==> config.mk <==
export PLATFORM = sky130hd
export DESIGN_NAME = flash_fsm
export DESIGN_NICKNAME = d
export VERILOG_FILES = /design/src/rtl/flash_fsm.sv
export SDC_FILE = /design/constraint.sdc
export NUM_CORES = 1
export LEC_CHECK = 0
export CELL_PAD_IN_SITES_DETAIL_PLACEMENT = 1
export CELL_PAD_IN_SITES_GLOBAL_PLACEMENT = 1
export CORE_UTILIZATION = 25
export CTS_BUF_LIST = sky130_fd_sc_hd__clkbuf_8
export DETAILED_ROUTE_END_ITERATION = 7
export GPL_TIMING_DRIVEN = 0
export PLACE_DENSITY = 0.57
export SLEW_MARGIN = 20
export SYNTH_ARGS = -nofsm -noshare
export SYNTH_HDL_FRONTEND = slang
export SYNTH_SLANG_ARGS = --single-unit
==> constraint.sdc <==
create_clock -name CLK50MHZ -period 3.05 [get_ports CLK50MHZ]
set_input_delay 0.7625 -clock CLK50MHZ [delete_from_list [all_inputs] [get_ports CLK50MHZ]]
set_output_delay 0.7625 -clock CLK50MHZ [all_outputs]
set_load 0.005 [all_outputs]
==> src/rtl/flash_fsm.sv <==
// Audio sample fetcher: on each sample tick, read one 32-bit flash word over Avalon-MM and
// present one 16-bit half. A word/half pointer then steps forwards or backwards with wrap-around.
module flash_fsm #(
    parameter logic [22:0] MAX_ADDR = 23'h7FFFF
) (
    input  logic        CLK50MHZ,
    input  logic        reset,
    input  logic        CLK22KHZ,
    input  logic        pause,
    input  logic        direction,
    input  logic        flash_mem_waitrequest,
    input  logic        flash_mem_readdatavalid,
    input  logic [31:0] flash_mem_readdata,
    output logic        flash_mem_read,
    output logic [3:0]  flash_mem_byteenable,
    output logic [22:0] flash_mem_address,
    output logic [15:0] data_out
);

    typedef enum logic [1:0] {
        StIdle,
        StRead,
        StWaitData
    } state_e;

    state_e      state_q, state_d;
    logic        read_q, read_d;
    logic [22:0] addr_q, addr_d;
    logic        half_q, half_d;
    logic [15:0] data_q, data_d;

    logic [22:0] addr_adv;
    logic        half_adv;

    // Pointer step: the half always toggles; the word address moves only when leaving the
    // last half in the current direction. Wrap is by explicit compare, not by overflow.
    always_comb begin
        addr_adv = addr_q;
        half_adv = ~half_q;
        if (direction) begin
            if (half_q) begin
                addr_adv = (addr_q == MAX_ADDR) ? 23'd0 : addr_q + 23'd1;
            end
        end else begin
            if (!half_q) begin
                addr_adv = (addr_q == 23'd0) ? MAX_ADDR : addr_q - 23'd1;
            end
        end
    end

    always_comb begin
        state_d = state_q;
        read_d  = read_q;
        addr_d  = addr_q;
        half_d  = half_q;
        data_d  = data_q;
        unique case (state_q)
            StIdle: begin
                read_d = 1'b0;
                if (CLK22KHZ && !pause) begin
                    state_d = StRead;
                    read_d  = 1'b1;
                end
            end
            StRead: begin
                read_d = 1'b1;
                if (!flash_mem_waitrequest) begin
                    state_d = StWaitData;
                    read_d  = 1'b0;
                end
            end
            StWaitData: begin
                read_d = 1'b0;
                if (flash_mem_readdatavalid) begin
                    data_d  = half_q ? flash_mem_readdata[31:16] : flash_mem_readdata[15:0];
                    addr_d  = addr_adv;
                    half_d  = half_adv;
                    state_d = StIdle;
                end
            end
            default: begin
                state_d = StIdle;
                read_d  = 1'b0;
            end
        endcase
    end

    always_ff @(posedge CLK50MHZ) begin
        if (reset) begin
            state_q <= StIdle;
            read_q  <= 1'b0;
            addr_q  <= 23'd0;
            half_q  <= 1'b0;
            data_q  <= 16'h0000;
        end else begin
            state_q <= state_d;
            read_q  <= read_d;
            addr_q  <= addr_d;
            half_q  <= half_d;
            data_q  <= data_d;
        end
    end

    assign flash_mem_read       = read_q;
    assign flash_mem_address    = addr_q;
    assign flash_mem_byteenable = 4'b1111;
    assign data_out             = data_q;

endmodule

# Word-level counts from Yosys, hierarchy flattened
# Cells that the tools add are included.
[totals]
wordCells = 36
in_bits = 39
output_inout_bits = 44
ff_bits = 43
[classes]
n_addsub = 2
bitwise_logic = 1
n_eq_ne = 8
muxes = 13
reduce_logical = 7
[ops]
columns = ["op", "count"]
rows = [
  ["23-bit 2-to-1 mux", 5],
  ["23-bit by 1-bit adder with 23-bit output, second input constant", 1],
  ["23-bit by 19-bit == test with 1-bit output, second input constant", 1],
  ["23-bit zero test", 1],
  ["23-bit by 1-bit subtractor with 23-bit output, second input constant", 1],
  ["16-bit 2-to-1 mux", 1],
  ["2-bit != test, second input constant", 4],
  ["2-bit 2-to-1 mux", 3],
  ["2-bit one-hot mux with 3 select lines", 1],
  ["4-bit AND reduction", 1],
  ["3-bit AND reduction", 1],
  ["2-bit by 1-bit == test with 1-bit output, second input constant", 1],
  ["2-bit == test, second input constant", 1],
  ["2-bit zero test", 1],
  ["1-bit 2-to-1 mux", 2],
  ["2-bit by 1-bit != test with 1-bit output, second input constant", 1],
  ["1-bit one-hot mux with 2 select lines", 1],
  ["2-bit AND reduction", 1],
  ["1-bit logical AND", 1],
  ["1-bit zero test", 1],
  ["1-bit inverter", 1],
]

# Logic depth before layout (Yosys ltp)
# Gate-level depths: netlist of run 1.
[depth]
word_depth = 4
depth_mapped = 9
mapped_depth_nobuf = 8

# Worst setup path before layout of run 1
# OpenSTA, ideal clock, no wires.
[synth_path]
path_type = "register -> register"
from = "reg addr_q[14] (netlist: flash_mem_address[14])"
to = "reg addr_q[15] (netlist: flash_mem_address[15])"
setup_slack_ps = 560
setup_ps = 88
stages_incl_launch_ff = 9
path_buffers = 2
synth_period_minus_slack_ps = 2490
t_required_ps = 2962
arrival_time_ps = 2402
cell_sequence = "dfxtp_1 > buf_2 > or4_4 > or3_4 > or4b_4 > buf_6 > a31oi_4 > nor2_1 > nor4_2"
[synth_via]
elab_chain_len = 4
elab_cells_between_ends = 9
classes_between = "2 x add/sub; 1 x eq/ne; 5 x mux; 1 x reduce/logical"
[synth_rtl]
columns = ["element", "line_no", "text"]
rows = [
  ["start, declared", "28", "logic [22:0] addr_q, addr_d;"],
  ["start signal, assigned", "98", "addr_q <= addr_d;"],
  ["23-bit by 1-bit subtractor with 23-bit output, or another cell as far along", "46", "addr_adv = (addr_q == 23'd0) ? MAX_ADDR : addr_q - 23'd1;"],
  ["23-bit 2-to-1 mux (on tied branches)", "46, 42", ""],
  ["23-bit 2-to-1 mux (on tied branches)", "45, 41", ""],
  ["23-bit 2-to-1 mux *", "40", "if (direction) begin"],
]
# Every way passes the cells marked *; elsewhere a longest branch is shown, timed or not. The select of a mux whose other input is x is not followed.
# A chain may end at the register's enable or synchronous reset.

# Worst setup path after layout of run 1
[layout_path]
from = "reg addr_q[11] (netlist: flash_mem_address[11])"
to = "reg addr_q[22] (netlist: flash_mem_address[22])"
# The elaborated chain is that of the path after synthesis.

==> results of run 1 <==
-- layer usage --
layer  up-vias  GRT usage, %
met4         0         5.676
met3        18         3.538
met5         -             0
met2       113         31.30
li1       1659             -
met1      1648         26.71
-- power breakdown --
part           total, mW  switching (mW)  leakage [nW]  internal [mW]
combinational      0.284           0.156         0.959          0.128
clock              0.428           0.242        0.0474          0.186
sequential         0.578         0.00759         0.347          0.571
-- cells in the final DEF, fill, tap and decap left out, types with 4 or more instances in the layout --
cell type        Yosys  routed
xnor2_1              6       6
nor2_1              46      45
clkbuf_8             0       6
nor3b_1              4       4
nand3_1             17      17
mux2i_1             16      16
or3_1                8       8
dfxtp_1             43      43
nor3_1              23      23
a21oi_1             23      23
nor4_1               9       7
o21ai_0             20      20
inv_1               10      10
clkbuf_1            27      24
or4_1                6       6
nand2_1             24      24
a211oi_1            22      22
nand2b_1             5       5
buf_1                7       7
buf_4                4       4
nand4_1              5       5
conb_1               1       4
a31oi_1             16      16
and2_1               4       4
clkdlybuf4s50_1      0      78
-- worst max-delay path by stage --
stage,startpoint,end,slack (ns),cells after the start
floorplan,flash_mem_address[14],flash_mem_address[15],0.56,8
global route,half_q,flash_mem_address[3],0.04,8
finish,flash_mem_address[11],flash_mem_address[22],0.14,7
global placement,direction,flash_mem_address[9],-0.38,7
detailed placement,flash_mem_readdatavalid,flash_mem_address[16],-0.42,8
CTS,direction,flash_mem_address[11],0.05,7
-- flip-flops by register name (all words and copies together), names as in the netlist --
name               count
data_out              16
flash_mem_address     23
flash_mem_read         1
half_q                 1
state_q                2
-- per-stage QoR --
stage | hold slack (ns) | worst slack [ns] | utilization [%] | TNS (ns)
after global routing | 0.5377 | 0.03560 | 35.40 | 0
final | 0.5076 | 0.1394 | 35.40 | 0
after detailed placement | 0.4958 | -0.4182 | 34.35 | -5.777
after floorplan | 0.4569 | 0.5598 | - | 0
after CTS | 0.5078 | 0.05071 | 35.23 | 0
after global placement | 0.4881 | -0.3843 | 34.35 | -5.096
-- what timing repair did --
action                                  CTS  global route
cloned                                    0             0
endpoints found under the setup margin   14            19
hold buffers                              0             0
gates resized for setup                   2             6
-- worst max-delay path: cells and delay by family (launching register included) --
kind	cells	cell delay, ns
and+or+nand+nor	4	1.86
buffers and inverters	2	0.47
DFF	1	0.32
AOI/OAI and AO/OA	1	0.17
-- layout make-up --
cell class | count | area, sq um
Fill cell | 1403 | 7502
Multi-Input combinational cell | 311 | 1961
Sequential cell | 43 | 860.8
Timing Repair Buffer | 78 | 780.7
Buffer | 42 | 193.9
Tap cell | 143 | 178.9
Clock buffer | 6 | 82.58
Inverter | 10 | 37.54
Clock inverter | 2 | 16.27
-- cells by family (layout without fill, tap and decap cells) --
family                     count (synthesis)  count (layout)  share of synthesized area [%]
muxes                                     17              17                          5.680
adders and majority gates                  3               3                          1.244
xor gates and xnor gates                   9               9                          2.612
DFF                                       43              43                          28.52
other                                      1               4                         0.1243
and+or+nand+nor                          169             169                          29.48
AOI/OAI and AO/OA                        109             109                          24.63
buffers and inverters                     53             138                          7.712
==> metrics.md, run 1 <==
| Metric | Value |
|---|---|
| Number of core rows | `39` |
| Clock Latency Late Sink | `~0.32 ns` |
| Reg clk slew, reported paths | `approximately 0.10 ns` |
| Worst R2R Start | `flash_mem_address[11]` |
| Via count | `between 3000 and 4000` |
| Crit. End Element | `flop` |
| Violated checks | `design-rule violations` |
| Area contributors post-synth | `dfxtp_1 (29%), nor2_1 (5.7%), a211oi_1 (5.5%)` |
| Routed length on met1 | `~5600 um` |
| Worst hold path cell count | `2` |
| Pin count of the biggest net entering global routing | `15` |
| Core area | `11610 sq um` |
| Hold endpoint | `data_out[4]` |
| Final critical-path share of the clock period | `between 90% and 100%` |
| DRC marker count from the first detailed-route iteration | `between 150 and 200` |
| Syn. warnings | `0` |
| Worst slew pin tran | `0.8202 ns` |
| Vias per inst | `between 5 and 6` |
| Slowest-stage cell, CP | `nor4_1` |
| Most common cell in the synthesized netlist | `nor2_1` |
| Tmin final | `2.911 ns` |
| Commonest cells in the synthesized netlist | `nor2_1 (46), dfxtp_1 (43), clkbuf_1 (27)` |
| Initial Util | `about a quarter` |
| WL met2 | `roughly 5500 um` |
| Vias in the first global route | `around 3500` |
| H-tree lvl count | `2` |
| Top cell type's share of synthesized area | `roughly 29%` |
| Cell count of the worst reg-to-reg path | `7` |
| Type of the worst setup path | `reg -> reg` |
| Library cells used by synthesis | `58` |
| Detailed Routing Iterations Pass 1 | `6` |
| Top cell by count, worst path | `clkbuf_1` |
| Area leader, netlist | `dfxtp_1` |
| Number of diodes | `0` |
| Number of synthesized flops with an enable pin | `0` |
| Hpwl dp | `about 9000 um` |
| Final Max Slew Viols | `0` |
| Placement Cell Area | `about 4000 sq um` |
| Post-synthesis sequential area ratio | `about 29%` |
| Buffers added on ports | `between 70 and 80` |
| Clk buf depth | `2` |
| First-pass GRT wire length | `18970 um` |
| Critical R2R Capture | `flash_mem_address[22]` |
| CTS tree | `done` |
| Worst VDD drop | `between 150 and 200 uV` |
| Mean Syn Cell Area | `around 7.5 sq um` |
| Post-CTS setup buffers | `0` |
| Top Layer Used | `met4` |
| Mapped Area | `3018 sq um` |
| Clk root buf | `clkbuf_8` |
| Sink Count | `43` |
| Num CTS Buffers | `5` |
| Startpoint types | `flop` |
| Power, Total | `between 1 and 1.5 mW` |
| Final Cell Area | `a little over 4000 sq um` |
| Share of cells above drive strength 1 | `7.724%` |
| Worst-path cell chain | `clkbuf_1, or4_1, clkbuf_1, nor4_1, nand4_1, or3_1, a31oi_1` |
| Nets | `~530` |
| Final hold violation count | `0` |
| Worst clock skew | `between 0.008 and 0.009 ns` |
| Max FO, Critical Path | `10` |
| R2R Setup Slk | `0.14 ns` |
| RePlAce Congestion | `around 0.8` |
| Grt ovf | `0` |
| Worst hold-check path type | `reg -> reg` |
| MaxCap Viol Count | `0` |
| Die height | `111.9 um` |
| Final wirelength | `between 10000 and 15000 um` |
| Area Growth Syn to Fin | `36.24%` |
| Routed Antenna Nets | `0` |
| FFs w/ async S/R, synth | `0%` |
| Synth Register Bits | `43` |
| WL/cell | `19.02 um` |
| Slew margin rel. | `44.81%` |
| Full die area | `between 10000 and 15000 sq um` |
| RSZ-0062 raised after global routing | `no` |
| Post-route DRC | `1` |
| WL met3 | `739 um` |
| Hold path start | `data_out[4]` |
| Initial antenna violation count | `0` |
| Final setup vio count | `0` |
| Cells after synthesis | `approximately 400` |
| Die Wd | `between 100 and 150 um` |
| Crit-path max cell delay | `a little under 0.8 ns` |
| Main synth FF type | `dfxtp_1` |
| Global router's overall resource usage | `roughly a fifth` |
| Leak pwr | `approximately 1.4 nW` |
| Outcome | `finished, violations left` |
| Power per cell area | `roughly 310 nW/um^2` |
| Cells after DPL | `~630` |
| Critical Path AT | `3.15 ns` |
| F_max | `approximately 340 MHz` |
| Non-Filler Instances | `635` |
| # IOs | `83` |
| Worst Path Required | `~3.3 ns` |
Note: power is estimated with default switching activity, not from simulation.
==> run 2, diff against run 1 <==
--- a/config.mk
+++ b/config.mk
@@ -11,7 +11,7 @@
 export CTS_BUF_LIST = sky130_fd_sc_hd__clkbuf_8
 export DETAILED_ROUTE_END_ITERATION = 7
 export GPL_TIMING_DRIVEN = 0
-export PLACE_DENSITY = 0.57
+export PLACE_DENSITY = 0.7
 export SLEW_MARGIN = 20
 export SYNTH_ARGS = -nofsm -noshare
 export SYNTH_HDL_FRONTEND = slang
==> run 2 against run 1 <==
  * The run still ends with design-rule violations left
  * Power decreased by 0.75%
  * Wire length down 4.3%
  * Setup slack worse by 0.037 ns
  * Flip-flop and latch count unchanged
  * Worst hold slack worse by 0.0046 ns
  * Combinational power about the same
  * Cell area is essentially flat
==> metrics.md, run 2 (synthesis results as in run 1) <==
| Metric | Value |
|---|---|
| Sink Count | `43 (unchanged)` |
| Type of the worst setup path | `in -> reg` |
| Clk root buf | `clkbuf_8` |
| Largest register FFs | `23 (unchanged)` |
| PostCTS Resize Cnt | `3 (+1)` |
| Core area | `11610 sq um (unchanged)` |
| Placement Cell Area | `3989 sq um (unchanged)` |
| Clock Latency Late Sink | `0.31 ns (about the same)` |
| Tmin final | `2.948 ns (+0.03721 ns)` |
| Vias in the first global route | `3619 (+4.6%)` |
| Cells after DPL | `628 (unchanged)` |
| Global router's overall resource usage | `18.66% (-0.89 points)` |
| Initial antenna violation count | `0 (unchanged)` |
| H-tree lvl count | `2 (unchanged)` |
| RePlAce Congestion | `0.8762 (+7.3%)` |
| WL/cell | `18.21 um (-4.3%)` |
| Power, Total | `1.280 mW (-0.75%)` |
| Die height | `111.9 um (unchanged)` |
| Outcome | `finished, violations left` |
| Detailed Routing Iterations Pass 1 | `7 (+1)` |
| Max FO, Critical Path | `10 (unchanged)` |
| Violated checks | `design-rule violations` |
| Worst Path Required | `3.29 ns (about the same)` |
| Area Growth Syn to Fin | `36.11% (about the same)` |
| Hold_buf cts | `0 (unchanged)` |
| Non-Filler Instances | `635 (unchanged)` |
| Die Wd | `111.9 um (unchanged)` |
| Crit. End Element | `flop` |
| Final Max Slew Viols | `0 (unchanged)` |
| Worst slew pin tran | `0.8117 ns (-0.008512 ns)` |
| Full die area | `12510 sq um (unchanged)` |
| Final critical-path share of the clock period | `96.65% (+1.2 points)` |
| Worst VDD drop | `165.2 uV (+9.4%)` |
| Leak pwr | `1.358 nW (+0.35%)` |
| Worst clock skew | `0.01501 ns (+0.006491 ns)` |
| Most frequent cells in the layout | `clkdlybuf4s50_1 (78), nor2_1 (45), dfxtp_1 (43)` |
| Most common cell after layout, fill and taps aside | `clkdlybuf4s50_1` |
| Number of diodes | `0 (unchanged)` |
| Routed Antenna Nets | `0 (unchanged)` |
| Number of core rows | `39 (unchanged)` |
| Startpoint types | `primary input` |
| Buffers added on ports | `78 (unchanged)` |
| Multi-input logic area | `1959 sq um (about the same)` |
| FILL cells | `1440 (+2.6%)` |
| Vias per inst | `5.444 (+0.55%)` |
| Final hold violation count | `0 (unchanged)` |
| Slew margin rel. | `45.47% (+0.66 points)` |
| Final setup vio count | `0 (unchanged)` |
| Reg clk slew, reported paths | `0.10 ns (about the same)` |
| FF/Latch Area | `860.8 sq um (unchanged)` |
| Via count | `3457 (+0.55%)` |
| Final Cell Area | `4108 sq um (about the same)` |
| Worst hold-check path type | `reg -> reg` |
| Critical Path AT | `3.18 ns (+0.03 ns)` |
| Pin count of the biggest net entering global routing | `17 (+2)` |
| Post-route DRC | `4 (+3)` |
| Layout Utilization | `35.37% (about the same)` |
| # IOs | `83 (unchanged)` |
| Initial Util | `25.99% (unchanged)` |
| Clk buf depth | `2 (unchanged)` |
| Setup slack after layout | `0.1022 ns (-0.03721 ns)` |
| Hpwl dp | `8590 um (-4.1%)` |
| Worst hold slack | `0.5030 ns (-0.004552 ns)` |
| Post-CTS setup buffers | `0 (unchanged)` |
| First-pass GRT wire length | `18550 um (-2.2%)` |
| Num CTS Buffers | `5 (unchanged)` |
| MaxCap Viol Count | `0 (unchanged)` |
| Power per cell area | `311.7 nW/um^2 (-0.66%)` |
| Grt ovf | `0 (unchanged)` |
| Place WS | `-0.3960 ns (+0.02216 ns)` |
| Nets | `533 (unchanged)` |
| CTS tree | `done` |
| Final wirelength | `11560 um (-4.3%)` |
| F_max | `339.2 MHz (-1.3%)` |
| Share of cells above drive strength 1 | `7.724% (unchanged)` |
| DRC marker count from the first detailed-route iteration | `168 (-2.3%)` |
| RSZ-0062 raised after global routing | `no` |
| Final TNS setup | `0 ns (unchanged)` |
run 2: cell count changes in the layout (fill, tap and decap cells not counted), sizes merged:
cell,previous run,this run
clkbuf,32,31
clkinvlp,1,0
inv,10,12
run 2: worst paths after layout:
check | start | to | slack, ns | depth (start not counted)
setup reg to reg | flash_mem_address[10] | flash_mem_address[4] | 0.20 | 8
hold / removal | data_out[4] | data_out[4] | 0.50 | 2
setup / recovery | direction | flash_mem_address[14] | 0.10 | 7
hold reg to reg | data_out[4] | data_out[4] | 0.50 | 2
run 2: cell type report:
type	instances	area share, %
clock buffer	5	1.675
tap	143	4.356
timing repair buffer	78	19.01
multi-input combinational	311	47.70
inverter	10	0.9138
sequential	43	20.96
clock inverter	3	0.6397
buffer	42	4.752
run 2: per-layer routing:
layer	share of wire (%)	vias up	global-route usage (%)
li1	-	1650	-
met1	43	1676	22.99
met2	49	115	32.96
met3	6.3	16	3.865
met4	1.6	0	4.685
met5	0	-	0
run 2: where the power goes:
group	internal (mW)	leakage, nW	total [mW]	switching, mW
registers	0.571	0.347	0.579	0.00777
clock network	0.169	0.0491	0.419	0.249
logic	0.128	0.962	0.283	0.155
run 2: critical path, cell delays in order:
cell,delay [ns]
clkdlybuf4s50_1,0.50
clkbuf_1,0.44
inv_1,0.31
nor2_1,0.36
nand2b_1,0.21
or4_1,0.43
a31oi_1,0.18
==> run 3, diff against run 2 <==
--- a/config.mk
+++ b/config.mk
@@ -7,6 +7,7 @@
 export LEC_CHECK = 0
 export CELL_PAD_IN_SITES_DETAIL_PLACEMENT = 1
 export CELL_PAD_IN_SITES_GLOBAL_PLACEMENT = 1
+export CORE_MARGIN = 2
 export CORE_UTILIZATION = 25
 export CTS_BUF_LIST = sky130_fd_sc_hd__clkbuf_8
 export DETAILED_ROUTE_END_ITERATION = 7
==> run 3 against run 2 <==
  * The run now ends clean
  * Clock skew down 0.0093 ns
  * Clock-buffer cell count unchanged
  * Worst hold slack improved by 0.00086 ns
  * Critical path depth increased by 1
  * Non-clock buffer count did not move
  * Setup slack better by 0.040 ns
  * Maximum frequency rose by 1.4%
  * Core utilization shrank 0.67 points
  * Sequential share of layout area shrank 0.13 points
  * First-iteration DRC count decreased by 7.1%
  * Critical path type is now reg -> reg
  * Largest cell class unchanged
  * Largest power group unchanged
==> metrics.md, run 3 (synthesis results as in run 1) <==
| Metric | Value |
|---|---|
| Largest register FFs | `23 (unchanged)` |
| Final TNS setup | `0 ns (unchanged)` |
| Initial Util | `25.34% (-0.65 points)` |
| Power per cell area | `329.3 nW/um^2 (+5.6%)` |
| Leak pwr | `1.368 nW (+0.70%)` |
| Initial antenna violation count | `0 (unchanged)` |
| F_max | `343.9 MHz (+1.4%)` |
| Final hold violation count | `0 (unchanged)` |
| Final Cell Area | `4133 sq um (+0.61%)` |
| Core area | `11910 sq um (+2.6%)` |
| Reg clk slew, reported paths | `0.10 ns (about the same)` |
| RePlAce Congestion | `0.8915 (+1.7%)` |
| MaxCap Viol Count | `0 (unchanged)` |
| WL/cell | `18.17 um (-0.23%)` |
| Clk root buf | `clkbuf_8` |
| Post-route DRC | `0 (-4)` |
| Tmin final | `2.908 ns (-0.03968 ns)` |
| Placement Cell Area | `3994 sq um (+0.13%)` |
| Final setup vio count | `0 (unchanged)` |
| First-pass GRT wire length | `18620 um (+0.37%)` |
| Grt ovf | `0 (unchanged)` |
| Final wirelength | `11610 um (+0.40%)` |
| Number of core rows | `40 (+2.6%)` |
| Worst slew pin tran | `0.7895 ns (-0.02221 ns)` |
| Slew margin rel. | `46.96% (+1.5 points)` |
| PostCTS Resize Cnt | `3 (unchanged)` |
| RSZ-0062 raised after global routing | `no` |
| Pin count of the biggest net entering global routing | `16 (-1)` |
| Clk buf depth | `2 (unchanged)` |
| Area Growth Syn to Fin | `36.94%` |
| Hold_buf cts | `0 (unchanged)` |
| Crit. End Element | `flop` |
| Final Max Slew Viols | `0 (unchanged)` |
| Non-Filler Instances | `639 (+0.63%)` |
| Post-CTS setup buffers | `0 (unchanged)` |
| Clock Latency Late Sink | `0.32 ns (about the same)` |
| # IOs | `83 (unchanged)` |
| Nets | `533 (unchanged)` |
| Detailed Routing Iterations Pass 1 | `4 (-3)` |
| Critical Path AT | `3.09 ns (-0.09 ns)` |
| Via count | `3431 (-0.75%)` |
| Startpoint types | `flop` |
| Vias in the first global route | `3498 (-3.3%)` |
| Worst clock skew | `0.005749 ns (-0.009260 ns)` |
| Buffers added on ports | `78 (unchanged)` |
| Sink Count | `43 (unchanged)` |
| Worst hold-check path type | `reg -> reg` |
| Type of the worst setup path | `reg -> reg` |
| Worst hold path cell count | `2 (unchanged)` |
| Die Wd | `113.9 um (+1.8%)` |
| DRC marker count from the first detailed-route iteration | `156 (-7.1%)` |
| Global router's overall resource usage | `18.07% (-0.59 points)` |
| Worst Path Required | `3.23 ns (-0.06 ns)` |
| Num CTS Buffers | `5 (unchanged)` |
| Cell count of the worst reg-to-reg path | `8 (unchanged)` |
| Share of cells above drive strength 1 | `7.724% (unchanged)` |
| Most common cell after layout, fill and taps aside | `clkdlybuf4s50_1` |
| CTS tree | `done` |
| Most frequent cells in the layout | `clkdlybuf4s50_1 (78), nor2_1 (46), dfxtp_1 (43)` |
| Worst VDD drop | `188.5 uV (+14%)` |
| Final critical-path share of the clock period | `95.35% (-1.3 points)` |
| Power, Total | `1.361 mW (+6.3%)` |
| Max FO, Critical Path | `10 (unchanged)` |
| Routed Antenna Nets | `0 (unchanged)` |
| Die height | `113.9 um (+1.8%)` |
| H-tree lvl count | `2 (unchanged)` |
| FILL cells | `1481 (+2.8%)` |
| Vias per inst | `5.369 (-1.4%)` |
| Number of diodes | `0 (unchanged)` |
| Full die area | `12970 sq um (+3.6%)` |
| Cells after DPL | `632 (+0.64%)` |
| Outcome | `complete, no violations` |
| Hpwl dp | `8574 um (-0.18%)` |
[run 3: cell count changes in the layout (fill, tap and decap cells not counted), sizes merged]
cell    previous run  this run
inv               12        11
bufinv             0         1
[run 3: layout make-up]
cell class                 instances  area, sq um  area share, %
buffer                            42        195.2          4.723
timing repair buffer              78        780.7          18.89
clock inverter                     3        47.55          1.150
inverter                          10        37.54         0.9083
clock buffer                       5        68.82          1.665
multi-input combinational        311         1958          47.38
sequential                        43        860.8          20.83
tap                              147        183.9          4.450
[run 3: path summary, 6_finish.rpt]
path	start	endpoint	slack [ns]
max	flash_mem_address[1]	flash_mem_address[4]	0.14
min	data_out[3]	data_out[3]	0.50
max reg2reg	flash_mem_address[1]	flash_mem_address[4]	0.14
min reg2reg	data_out[3]	data_out[3]	0.50
[run 3: where the power goes]
group	switching (mW)	internal (mW)	total, mW	leakage [nW]
sequential	0.00751	0.571	0.578	0.347
combinational	0.156	0.128	0.284	0.962
clock	0.249	0.249	0.498	0.0587
[run 3: through the flow]
step / worst slack [ns] / util (%) / hold WS [ns]
2_1_floorplan: 0.5598 / - / 0.4569
3_3_place_gp: -0.3727 / 33.53 / 0.4744
5_1_grt: 0.0005205 / 34.70 / 0.5279
4_1_cts: 0.04811 / 34.58 / 0.5032
3_5_place_dp: -0.3764 / 33.53 / 0.4880
6_report: 0.1419 / 34.70 / 0.5039
[run 3: layer usage]
| metal | vias up | global-route usage (%) | share of wire (%) |
|---|---|---|---|
| met2 | 105 | 30.78 | 48 |
| met1 | 1662 | 22.76 | 44 |
| li1 | 1650 | - | - |
| met4 | 0 | 4.878 | 1.3 |
| met5 | - | 0 | 0 |
| met3 | 14 | 4.570 | 7.1 |
[run 3: critical path, stage by stage (launching register included)]
cell and delay, ns:
dfxtp_1 0.50, ha_1 0.25, nand3_1 0.19, nor2_1 0.55, and4_1 0.29, clkbuf_1 0.47, nand2b_1 0.29, or3_1 0.14
a31oi_1 0.08
